`config.mk`:
```
export PLATFORM = sky130hd
export DESIGN_NAME = pattern_scanner
export DESIGN_NICKNAME = d
export VERILOG_FILES = /design/src/rtl/pattern_scanner.sv
export SDC_FILE = /design/constraint.sdc
export NUM_CORES = 1
export LEC_CHECK = 0
export ABC_AREA = 1
export CORE_MARGIN = 2
export CORE_UTILIZATION = 50
export CTS_CLUSTER_DIAMETER = 120
export DETAILED_ROUTE_END_ITERATION = 12
export PLACE_DENSITY = 0.73
export SLEW_MARGIN = 15
export SYNTH_ARGS = -nofsm -noshare
export SYNTH_HDL_FRONTEND = slang
export SYNTH_SLANG_ARGS = --single-unit
```
`constraint.sdc`:
```
create_clock -name clk -period 6.41 [get_ports clk]
set_input_delay 1.6025 -clock clk [delete_from_list [all_inputs] [get_ports clk]]
set_output_delay 1.6025 -clock clk [all_outputs]
set_load 0.005 [all_outputs]
```
`src/rtl/pattern_scanner.sv`:
```
// pattern_scanner
//   Row-multiplexed LED matrix driver for the 5x5 guess/result grid produced by
//   updatePattern. A load strobe captures the packed grid into a shadow buffer.
//   The shadow is copied into the active buffer only while idle or on the edge
//   that wraps the last row back to row 0, so a displayed frame never mixes two
//   patterns.
//
//   Scan sequence per row: DWELL clocks lit, then BLANK clocks dark. When BLANK
//   is 0 the dark state is skipped. frame_done is high during the final cycle
//   of row ROWS-1.
//
//   Optional build macro PATTERN_SCANNER_BRIGHTNESS_EN adds the brightness
//   input. Brightness is sampled when each DWELL period begins. col_drv is then
//   driven only for the first (brightness+1)*DWELL/8 cycles of that period,
//   while row_sel stays asserted for the whole DWELL.
//
// Ports
//   clk         system clock, rising edge
//   reset       asynchronous, active-high reset
//   pattern     packed grid, pattern[r] is row r
//   load        single-cycle capture strobe into the shadow buffer
//   enable      level, high = scanning, low = display off
//   brightness  [2:0] duty setting (only with PATTERN_SCANNER_BRIGHTNESS_EN)
//   row_sel     one-hot active-high row drive (registered)
//   col_drv     active-high column drive for the selected row (registered)
//   frame_done  one-cycle pulse on the last cycle of each frame (registered)

module pattern_scanner #(
    parameter int ROWS  = 5,
    parameter int COLS  = 5,
    parameter int DWELL = 1000,
    parameter int BLANK = 16
) (
    input  logic                      clk,
    input  logic                      reset,
    input  logic [ROWS-1:0][COLS-1:0] pattern,
    input  logic                      load,
    input  logic                      enable,
`ifdef PATTERN_SCANNER_BRIGHTNESS_EN
    input  logic [2:0]                brightness,
`endif
    output logic [ROWS-1:0]           row_sel,
    output logic [COLS-1:0]           col_drv,
    output logic                      frame_done
);

    localparam int CMAX = (DWELL > BLANK) ? DWELL : BLANK;
    localparam int CW   = $clog2(CMAX + 1);
    localparam int RW   = (ROWS > 1) ? $clog2(ROWS) : 1;
    localparam int LW   = CW + 1;

    localparam logic [CW-1:0] DW_LAST  = CW'(DWELL - 1);
    localparam logic [CW-1:0] BL_LAST  = CW'((BLANK > 0) ? BLANK - 1 : 0);
    localparam logic [RW-1:0] ROW_LAST = RW'(ROWS - 1);

    typedef enum logic [1:0] {
        S_IDLE  = 2'd0,
        S_DWELL = 2'd1,
        S_BLANK = 2'd2
    } state_t;

    state_t                    state, state_n;
    logic [RW-1:0]             row, row_n;
    logic [CW-1:0]             cnt, cnt_n;
    logic [ROWS-1:0][COLS-1:0] shadow, shadow_n;
    logic [ROWS-1:0][COLS-1:0] active, active_n;
    logic                      pending, pending_n;
    logic                      wrap;
    logic                      swap;
    logic                      lit;
    logic [ROWS-1:0]           row_sel_n;
    logic [COLS-1:0]           col_drv_n;
    logic                      frame_done_n;

    // Next-state: scan sequencing
    always_comb begin
        state_n = state;
        row_n   = row;
        cnt_n   = cnt;
        wrap    = 1'b0;
        case (state)
            S_IDLE: begin
                if (enable) begin
                    state_n = S_DWELL;
                    row_n   = '0;
                    cnt_n   = '0;
                end
            end
            S_DWELL: begin
                if (!enable) begin
                    state_n = S_IDLE;
                    row_n   = '0;
                    cnt_n   = '0;
                end else if (cnt == DW_LAST) begin
                    cnt_n = '0;
                    if (BLANK > 0) begin
                        state_n = S_BLANK;
                    end else if (row == ROW_LAST) begin
                        row_n = '0;
                        wrap  = 1'b1;
                    end else begin
                        row_n = row + 1'b1;
                    end
                end else begin
                    cnt_n = cnt + 1'b1;
                end
            end
            S_BLANK: begin
                if (!enable) begin
                    state_n = S_IDLE;
                    row_n   = '0;
                    cnt_n   = '0;
                end else if (cnt == BL_LAST) begin
                    cnt_n   = '0;
                    state_n = S_DWELL;
                    if (row == ROW_LAST) begin
                        row_n = '0;
                        wrap  = 1'b1;
                    end else begin
                        row_n = row + 1'b1;
                    end
                end else begin
                    cnt_n = cnt + 1'b1;
                end
            end
            default: begin
                state_n = S_IDLE;
                row_n   = '0;
                cnt_n   = '0;
            end
        endcase
    end

    // Next-state: double buffer. The swap reads the pre-edge shadow, so a load
    // on the swap edge lands in the shadow and stays pending for the next frame.
    always_comb begin
        swap      = pending && ((state == S_IDLE) || wrap);
        active_n  = swap ? shadow : active;
        shadow_n  = load ? pattern : shadow;
        pending_n = load ? 1'b1 : (swap ? 1'b0 : pending);
    end

`ifdef PATTERN_SCANNER_BRIGHTNESS_EN
    logic [2:0]    bright_r, bright_n;
    logic [LW-1:0] lit_lim;

    // Brightness is latched on the edge that starts a DWELL period, and that
    // value holds for the whole period.
    always_comb begin
        bright_n = bright_r;
        if (state_n == S_DWELL && cnt_n == '0) begin
            bright_n = brightness;
        end
        lit_lim = LW'((32'(bright_n) + 32'd1) * (DWELL / 8));
        lit     = (LW'(cnt_n) < lit_lim);
    end

    always_ff @(posedge clk or posedge reset) begin
        if (reset) begin
            bright_r <= '0;
        end else begin
            bright_r <= bright_n;
        end
    end
`else
    always_comb begin
        lit = 1'b1;
    end
`endif

    // Output decode from next-state values, so outputs leave straight from flops
    always_comb begin
        for (int r = 0; r < ROWS; r++) begin
            row_sel_n[r] = (state_n == S_DWELL) && (RW'(r) == row_n);
        end
        col_drv_n = '0;
        if (state_n == S_DWELL && lit) begin
            col_drv_n = active_n[row_n];
        end
        if (BLANK > 0) begin
            frame_done_n = (state_n == S_BLANK) && (row_n == ROW_LAST) && (cnt_n == BL_LAST);
        end else begin
            frame_done_n = (state_n == S_DWELL) && (row_n == ROW_LAST) && (cnt_n == DW_LAST);
        end
    end

    // Register stage: state, buffers and outputs
    always_ff @(posedge clk or posedge reset) begin
        if (reset) begin
            state      <= S_IDLE;
            row        <= '0;
            cnt        <= '0;
            shadow     <= '0;
            active     <= '0;
            pending    <= 1'b0;
            row_sel    <= '0;
            col_drv    <= '0;
            frame_done <= 1'b0;
        end else begin
            state      <= state_n;
            row        <= row_n;
            cnt        <= cnt_n;
            shadow     <= shadow_n;
            active     <= active_n;
            pending    <= pending_n;
            row_sel    <= row_sel_n;
            col_drv    <= col_drv_n;
            frame_done <= frame_done_n;
        end
    end

endmodule

```
==> flow_summary.json, run 1 <==
{
  "status": "completed",
  "cts.sinks": 77,
  "clock_skew_ns": 0.0129,
  "yosys.cell_types.count": 28,
  "tritoncts": "yes",
  "synth_warnings": 0,
  "peakVddDrop_v": 0.000169,
  "rsz0062_at_grt": "no",
  "first_pass_iters": 4,
  "syn_area_per_cell_um2": 8.07,
  "drtAntennaViolNets": 0,
  "yosysMostFrequentCell": "nand2_1",
  "antenna_found_initial": 0,
  "rows": 30,
  "finalPower_w": 0.00120,
  "drt-total-wl_um": 7060,
  "layout_min_cycle_time_ns": 3.62,
  "port_buffers": 39,
  "fin_crit_sh": 0.564,
  "setup.worst_path.start": "enable",
  "fin_area_um2": 4280,
  "slew_violations": 0,
  "die_x_um": 88.7,
  "cp_data_required_time_ns": 6.65,
  "worstHoldStart": "shadow[19]",
  "diodes": 0,
  "synth_area_leader_cell": "dfrtp_1",
  "grt_pass1_vias": 2711,
  "hp-class": "flop to flop",
  "end_kind": "flop",
  "synthTopCellsByCount": "nand2_1, dfrtp_1, inv_1",
  "grt_max_degree": 78,
  "place_inst": 570,
  "synth_area_leaders": "dfrtp_1, nand2_1, inv_1",
  "ios": 40,
  "drv_cap": 0,
  "placed_area_um2": 4050,
  "yosysSeqAreaShare": 0.538,
  "die_y_um": 88.7,
  "grt_util_all_layers": 0.203,
  "viasPerCell": 4.81,
  "path_class": "primary input to flop",
  "synth_top_area_frac": 0.538,
  "cts_buffers": 9,
  "die_area_um2": 7860,
  "synthesis.nets": 476,
  "r2r-start": "cnt[0]",
  "worst_setup_path_start_kind": "primary input",
  "ys_async_sr_fraction": 1.00,
  "grt_pass1_wl_um": 12200,
  "relSlewSlack": 0.371,
  "initial_core_util": 0.522,
  "gp_congestion": 0.827,
  "wl_per_cell_um": 12.0,
  "setup_viol": 0,
  "syn2layout_area_growth_pct": 19.5,
  "critPathArrivalTime_ns": 3.86,
  "cts_setup_buffers": 0,
  "max_freq_mhz": 276,
  "powerDensity_nw_per_um2": 281,
  "finalHoldViolations": 0,
  "crit_fanout": 38,
  "grt_remaining_overflow": 0,
  "core_area_um2": 6870,
  "dpl.hpwl_um": 5120,
  "p_leak_nw": 2.23,
  "drc_errors": 0,
  "synth_cells": 444,
  "worstMarginPinSlew_ns": 0.944,
  "h-tree-depth": 3,
  "clock_latency_ns": 0.35,
  "synth_edf_count": 0,
  "tns_ns": 0,
  "post_cts_resized": 0,
  "clock_path_buffers": 2,
  "drt_iter0_drc": 224,
  "syn_area_um2": 3580,
  "cts-root-buf": "clkbuf_8",
  "layout-drive-gt1-share": 0.0878,
  "clk_pin_slew_ns": 0.08,
  "fin_cells": 586,
  "final_nets": 517,
  "synthFlopType": "dfrtp_1",
  "route.vias.total": 2819,
  "hold_buffers": 0,
  "yosys_register_bits": 77
}
## logic make-up (layout without fill, tap and decap cells)
group / after synthesis / count (layout) / share of synthesized area
adder cells (fa/ha/maj): 3 / 3 / 0.0105
buffers and inverters: 84 / 130 / 0.0932
AO/OA/AOI/OAI: 44 / 44 / 0.0639
flip-flops: 77 / 77 / 0.538
XOR/XNOR: 4 / 4 / 0.00977
AND/OR/NAND/NOR: 232 / 232 / 0.285
## power by group
part	switching, W	internal (W)
combinational	0.000120	0.0000806
clock	0.000185	0.000232
sequential	0.0000305	0.000555
## path summary, 6_finish.rpt
kind / cells past startpoint / to / slack (ns)
max reg2reg: 10 / col_drv[2] / 4.00
min reg2reg: 2 / shadow[19] / 0.48
max: 10 / col_drv[2] / 2.79
min in group asynchronous: 3 / cnt[2] / 1.86
min: 2 / shadow[19] / 0.48
max in group asynchronous: 3 / cnt[9] / 3.94
## flip-flops by register name (all words and copies together), names as in the netlist
| name | count |
|---|---|
| row_sel | 5 |
| row | 3 |
| cnt | 10 |
| state | 2 |
| shadow | 25 |
| frame_done | 1 |
| active | 25 |
| col_drv | 5 |
| pending | 1 |
## cells in the final DEF (no fill, tap or decap), drive strengths merged
cell,netlist,routed
nand2,160,160
dfrtp,77,77
inv,73,74
clkdlybuf4s50,0,39
nor2,39,39
o21ai,36,36
nand3,23,23
clkbuf,6,10
nand4,6,6
nor3,4,4
xor2,3,3
a21oi,3,3
ha,3,3
o22ai,2,2
bufinv,0,2
clkinv,0,2
buf,5,2
a22oi,1,1
a31oi,1,1
xnor2,1,1
o21bai,1,1
clkinvlp,0,1
## worst max-delay path, cell delays in order
cell and delay (ns):
clkdlybuf4s50_1 0.51, nand2_1 0.08, nor2_2 0.23, nand4_2 0.15, nand2_2 0.24, nand2_2 0.43
o21ai_0 0.38, nand2_1 0.09, nand2_1 0.07, o21ai_1 0.07
## per-layer routing
layer	part of all wire	global-route usage	vias to the layer above
li1	-	-	1438
met1	0.49	0.278	1322
met2	0.47	0.322	55
met3	0.037	0.0504	4
met4	0.0065	0.0620	0
met5	0	0	-
## layout make-up
cell class	count	area, µm²
well taps	96	120
repair buffers	41	405
flip-flops and latches	77	1930
fillers	608	2580
multi-input cells	283	1330
clock buffers	10	138
inverters	73	274
clock inverters	6	93.8
## per-stage QoR
| step | hold WS (ns) | util | setup WS, ns |
|---|---|---|---|
| 5_1_grt | 0.510 | 0.624 | 2.53 |
| 2_1_floorplan | 0.437 | - | 2.84 |
| 6_report | 0.484 | 0.624 | 2.79 |
| 3_3_place_gp | 0.454 | 0.590 | 2.15 |
| 4_1_cts | 0.486 | 0.623 | 2.43 |
| 3_5_place_dp | 0.463 | 0.590 | 2.04 |
(Power assumes the default switching activity.)
==> run 2: changes to the inputs <==
--- a/config.mk
+++ b/config.mk
@@ -10,7 +10,7 @@
 export CORE_UTILIZATION = 50
 export CTS_CLUSTER_DIAMETER = 120
 export DETAILED_ROUTE_END_ITERATION = 12
-export PLACE_DENSITY = 0.73
+export PLACE_DENSITY = 0.76
 export SLEW_MARGIN = 15
 export SYNTH_ARGS = -nofsm -noshare
 export SYNTH_HDL_FRONTEND = slang
==> constraint.sdc (replaced) <==
create_clock -name clk -period 3.17 [get_ports clk]
set_input_delay 0.7925 -clock clk [delete_from_list [all_inputs] [get_ports clk]]
set_output_delay 0.7925 -clock clk [all_outputs]
set_load 0.005 [all_outputs]
==> flow_summary.json, run 2 (same netlist as run 1, synthesis figures left out) <==
{
  "status": "completed",
  "critPathArrivalTime_ns": 2.74,
  "layout_commonest_cell": "nand2_1",
  "cts-root-buf": "clkbuf_8",
  "worst_setup_path_start_kind": "primary input",
  "top_layer_used": "met4",
  "rsz0062_at_grt": "no",
  "final_nets": 520,
  "gp_congestion": 0.804,
  "layout-drive-gt1-share": 0.0872,
  "crit_fanout": 32,
  "cts_setup_buffers": 0,
  "syn2layout_area_growth_pct": 19.3,
  "drt-met1-wl_um": 3470,
  "grt_pass1_wl_um": 11900,
  "layout_min_cycle_time_ns": 2.50,
  "finalHoldViolations": 0,
  "dpl.hpwl_um": 5030,
  "initial_core_util": 0.522,
  "tns_ns": 0,
  "port_buffers": 39,
  "fill_cells": 599,
  "die_area_um2": 7860,
  "wl_met3_um": 267,
  "die_y_um": 88.7,
  "antenna_found_initial": 0,
  "path_class": "primary input to flop",
  "clock_latency_ns": 0.34,
  "first_pass_iters": 4,
  "setup_viol": 0,
  "viasPerCell": 4.79,
  "end_kind": "flop",
  "wl_per_cell_um": 12.0,
  "peakVddDrop_v": 0.000321,
  "tritoncts": "yes",
  "p_leak_nw": 2.22,
  "drt_iter0_drc": 187,
  "diodes": 0,
  "drtAntennaViolNets": 0,
  "clock_skew_ns": 0.00876,
  "fin_crit_sh": 0.788,
  "clock_path_buffers": 2,
  "slew_violations": 0,
  "h-tree-depth": 3,
  "drt-total-wl_um": 7060,
  "grt_max_degree": 78,
  "drc_errors": 0,
  "grt_pass1_vias": 2540,
  "final_cell_mix": "nand2_1, dfrtp_1, inv_1",
  "powerDensity_nw_per_um2": 544,
  "cp_data_required_time_ns": 3.41,
  "cts.sinks": 77,
  "grt_remaining_overflow": 0,
  "rows": 30,
  "die_x_um": 88.7,
  "wl_met2_um": 3220,
  "core_area_um2": 6870,
  "hold_slack_ns": 0.478,
  "reg_top3": "active: 25 flops, shadow: 25 flops, cnt: 10 flops",
  "drv_cap": 0,
  "clk_pin_slew_ns": 0.08,
  "max_freq_mhz": 400,
  "cts_buffers": 9,
  "route.vias.total": 2822,
  "post_cts_resized": 0,
  "ios": 40,
  "hold_buffers": 0,
  "grt_util_all_layers": 0.196,
  "hp-class": "flop to flop",
  "worstMarginPinSlew_ns": 0.499,
  "relSlewSlack": 0.667
}
[run 2: power breakdown]
group	internal, W	leakage (nW)	switching (W)
Clock	0.000366	0.0858	0.000360
Sequential	0.00112	0.963	0.0000604
Combinational	0.000170	1.17	0.000249
Total	0.00166	2.22	0.000669
[run 2: final timing paths]
kind | start | end | slack (ns) | cells past startpoint
setup / recovery | enable | col_drv[1] | 0.67 | 13
max in group asynchronous | reset | col_drv[4] | 2.01 | 3
min in group asynchronous | reset | cnt[2] | 0.86 | 3
hold / removal | shadow[18] | shadow[18] | 0.48 | 2
setup reg to reg | cnt[0] | col_drv[1] | 1.05 | 13
hold reg to reg | shadow[18] | shadow[18] | 0.48 | 2
[run 2: critical path, cell delays in order]
cell	delay, ns
clkdlybuf4s50_1	0.50
nand2_1	0.07
nor2_2	0.22
nand4_2	0.15
nand2_2	0.08
nand2_1	0.13
buf_4	0.30
nand2_1	0.10
o21ai_1	0.08
nor2_1	0.13
nor2_1	0.06
nand2_1	0.07
nand2_1	0.04
[run 2: metrics by stage]
stage	setup WS, ns	instances	total power [W]	utilization	cell area [µm²]
global route	0.461	589	0.00247	0.623	4280
floorplan	0.411	444	0.00147	-	3580
detailed placement	0.356	573	0.00162	0.595	4090
global placement	0.387	573	0.00160	0.595	4090
finish	0.671	589	0.00233	0.623	4280
CTS	0.689	589	0.00235	0.623	4280
[run 2: layout make-up]
cell class / instances / area [µm²] / share of cell area
flip-flops and latches: 77 / 1930 / 0.450
inverters: 73 / 274 / 0.0641
clock buffers: 11 / 131 / 0.0307
multi-input cells: 283 / 1320 / 0.309
clock inverters: 5 / 61.3 / 0.0143
repair buffers: 44 / 440 / 0.103
well taps: 96 / 120 / 0.0281
[run 2: routing by layer]
layer / track usage / up-vias
met5: 0 / -
li1: - / 1442
met4: 0.0744 / 0
met2: 0.287 / 71
met3: 0.0401 / 10
met1: 0.288 / 1299
==> run 3: changes to the inputs <==
==> constraint.sdc (replaced) <==
create_clock -name clk -period 2.1 [get_ports clk]
set_input_delay 0.525 -clock clk [delete_from_list [all_inputs] [get_ports clk]]
set_output_delay 0.525 -clock clk [all_outputs]
set_load 0.005 [all_outputs]
==> flow_summary.json, run 3 (same netlist as run 1, synthesis figures left out) <==
{
  "port_buffers": 39,
  "gp_congestion": 0.884,
  "worstHoldStart": "shadow[18]",
  "grt_remaining_overflow": 0,
  "r2r-start": "cnt[0]",
  "critPathArrivalTime_ns": 2.35,
  "drtAntennaViolNets": 0,
  "max_freq_mhz": 487,
  "dpl.hpwl_um": 5260,
  "layout_min_cycle_time_ns": 2.05,
  "drt_iter0_drc": 211,
  "core_area_um2": 6870,
  "initial_core_util": 0.522,
  "drc_errors": 0,
  "reg_top3": "active: 25 flops, shadow: 25 flops, cnt: 10 flops",
  "die_area_um2": 7860,
  "setup_ws_ns": 0.0451,
  "swShare": 0.300,
  "cts.sinks": 77,
  "antenna_found_initial": 0,
  "p_comb_frac": 0.221,
  "grt_pass1_vias": 2868,
  "layout_commonest_cell": "nand2_1",
  "grt_max_degree": 78,
  "cp_data_required_time_ns": 2.39,
  "crit_fanout": 6,
  "clk_pin_slew_ns": 0.09,
  "drt-total-wl_um": 8120,
  "cts_buffers": 9,
  "first_pass_iters": 4,
  "seqPwrFrac": 0.475,
  "grt_util_all_layers": 0.214,
  "final_nets": 554,
  "viasPerCell": 4.94,
  "die_y_um": 88.7,
  "tritoncts": "yes",
  "peakVddDrop_v": 0.000495,
  "clock_latency_ns": 0.36,
  "place_inst": 599,
  "h-tree-depth": 3,
  "status": "completed",
  "worstMarginPinSlew_ns": 0.561,
  "hold_buffers": 0,
  "clock_skew_ns": 0.0132,
  "fin_crit_sh": 0.979,
  "drv_cap": 0,
  "grt_pass1_wl_um": 12900,
  "relSlewSlack": 0.626,
  "internal-power_w": 0.00263,
  "finalPower_w": 0.00376,
  "final_cell_mix": "nand2_1, dfrtp_1, inv_1",
  "hp-class": "flop to flop",
  "setup_viol": 0,
  "diodes": 0,
  "layout-drive-gt1-share": 0.186,
  "ios": 40,
  "rows": 30,
  "die_x_um": 88.7,
  "route.vias.total": 3078,
  "cts-root-buf": "clkbuf_8",
  "dp_slack_ns": -0.241,
  "wl_per_cell_um": 13.0,
  "slew_violations": 0,
  "path_class": "flop to flop",
  "clock_path_buffers": 2,
  "end_kind": "flop",
  "rsz0062_at_grt": "yes",
  "finalHoldViolations": 0,
  "powerDensity_nw_per_um2": 802,
  "setup.worst_path.start": "cnt[0]",
  "fill_cells": 517,
  "p_sw_w": 0.00113,
  "fin_cells": 623,
  "p_clk_frac": 0.304,
  "p_leak_nw": 2.43,
  "syn2layout_area_growth_pct": 30.9,
  "worst_setup_path_start_kind": "flop"
}
[run 3: power by group through the flow]
stage                     Combinational, W  Sequential (W)  Clock (W)
after detailed placement          0.000723         0.00181          0
final                             0.000833         0.00179    0.00114
after global placement            0.000694         0.00181          0
after floorplan                   0.000440         0.00179          0
after CTS                         0.000735         0.00179    0.00115
after global routing              0.000951         0.00181    0.00122
[run 3: final cells by class]
| cell class | count | area, µm² | share of cell area |
|---|---|---|---|
| sequential | 77 | 1930 | 0.411 |
| multi-input combinational | 283 | 1420 | 0.302 |
| timing repair buffer | 78 | 747 | 0.159 |
| inverter | 73 | 283 | 0.0603 |
| clock buffer | 10 | 128 | 0.0272 |
| tap | 96 | 120 | 0.0256 |
| clock inverter | 6 | 71.3 | 0.0152 |
[run 3: timing repair]
action / in CTS / in global routing
gates resized for setup: 1 / 35
hold endpoints to repair: 0 / 0
cloned: 0 / 2
setup buffers: 0 / 6
endpoints found under the setup margin: 1 / 9
pin swaps: 0 / 11
[run 3: final timing paths]
kind | to | cells past startpoint | slack, ns
min reg2reg | shadow[18] | 2 | 0.48
max | col_drv[0] | 13 | 0.05
min in group asynchronous | shadow[3] | 3 | 0.60
min | shadow[18] | 2 | 0.48
max reg2reg | col_drv[0] | 13 | 0.05
max in group asynchronous | cnt[3] | 3 | 1.16
[run 3: through the flow]
step	instance area, µm²	setup TNS, ns	util	hold slack (ns)
finish	4690	0	0.683	0.477
CTS	4490	-0.000472	0.653	0.480
floorplan	3590	0	-	0.437
global route	4690	-0.548	0.683	0.504
global placement	4280	-2.21	0.624	0.453
detailed placement	4280	-2.56	0.624	0.459
[run 3: critical path, stage by stage (launching register included)]
cell	delay, ns
dfrtp_1	0.38
ha_2	0.21
nand2_2	0.09
nor2_4	0.22
nand4_4	0.14
nand2_4	0.13
nand2_2	0.07
nand2_4	0.11
inv_6	0.06
nor2_8	0.13
nand2_4	0.07
nor2_4	0.20
nand2_1	0.10
o21ai_1	0.09
[run 3: layer usage]
metal	share of wire	track usage	vias up	routed length, µm
li1	-	-	1517	-
met4	0.024	0.103	0	198
met1	0.42	0.286	1434	3440
met3	0.049	0.0382	19	401
met5	0	0	-	0
met2	0.50	0.336	108	4080
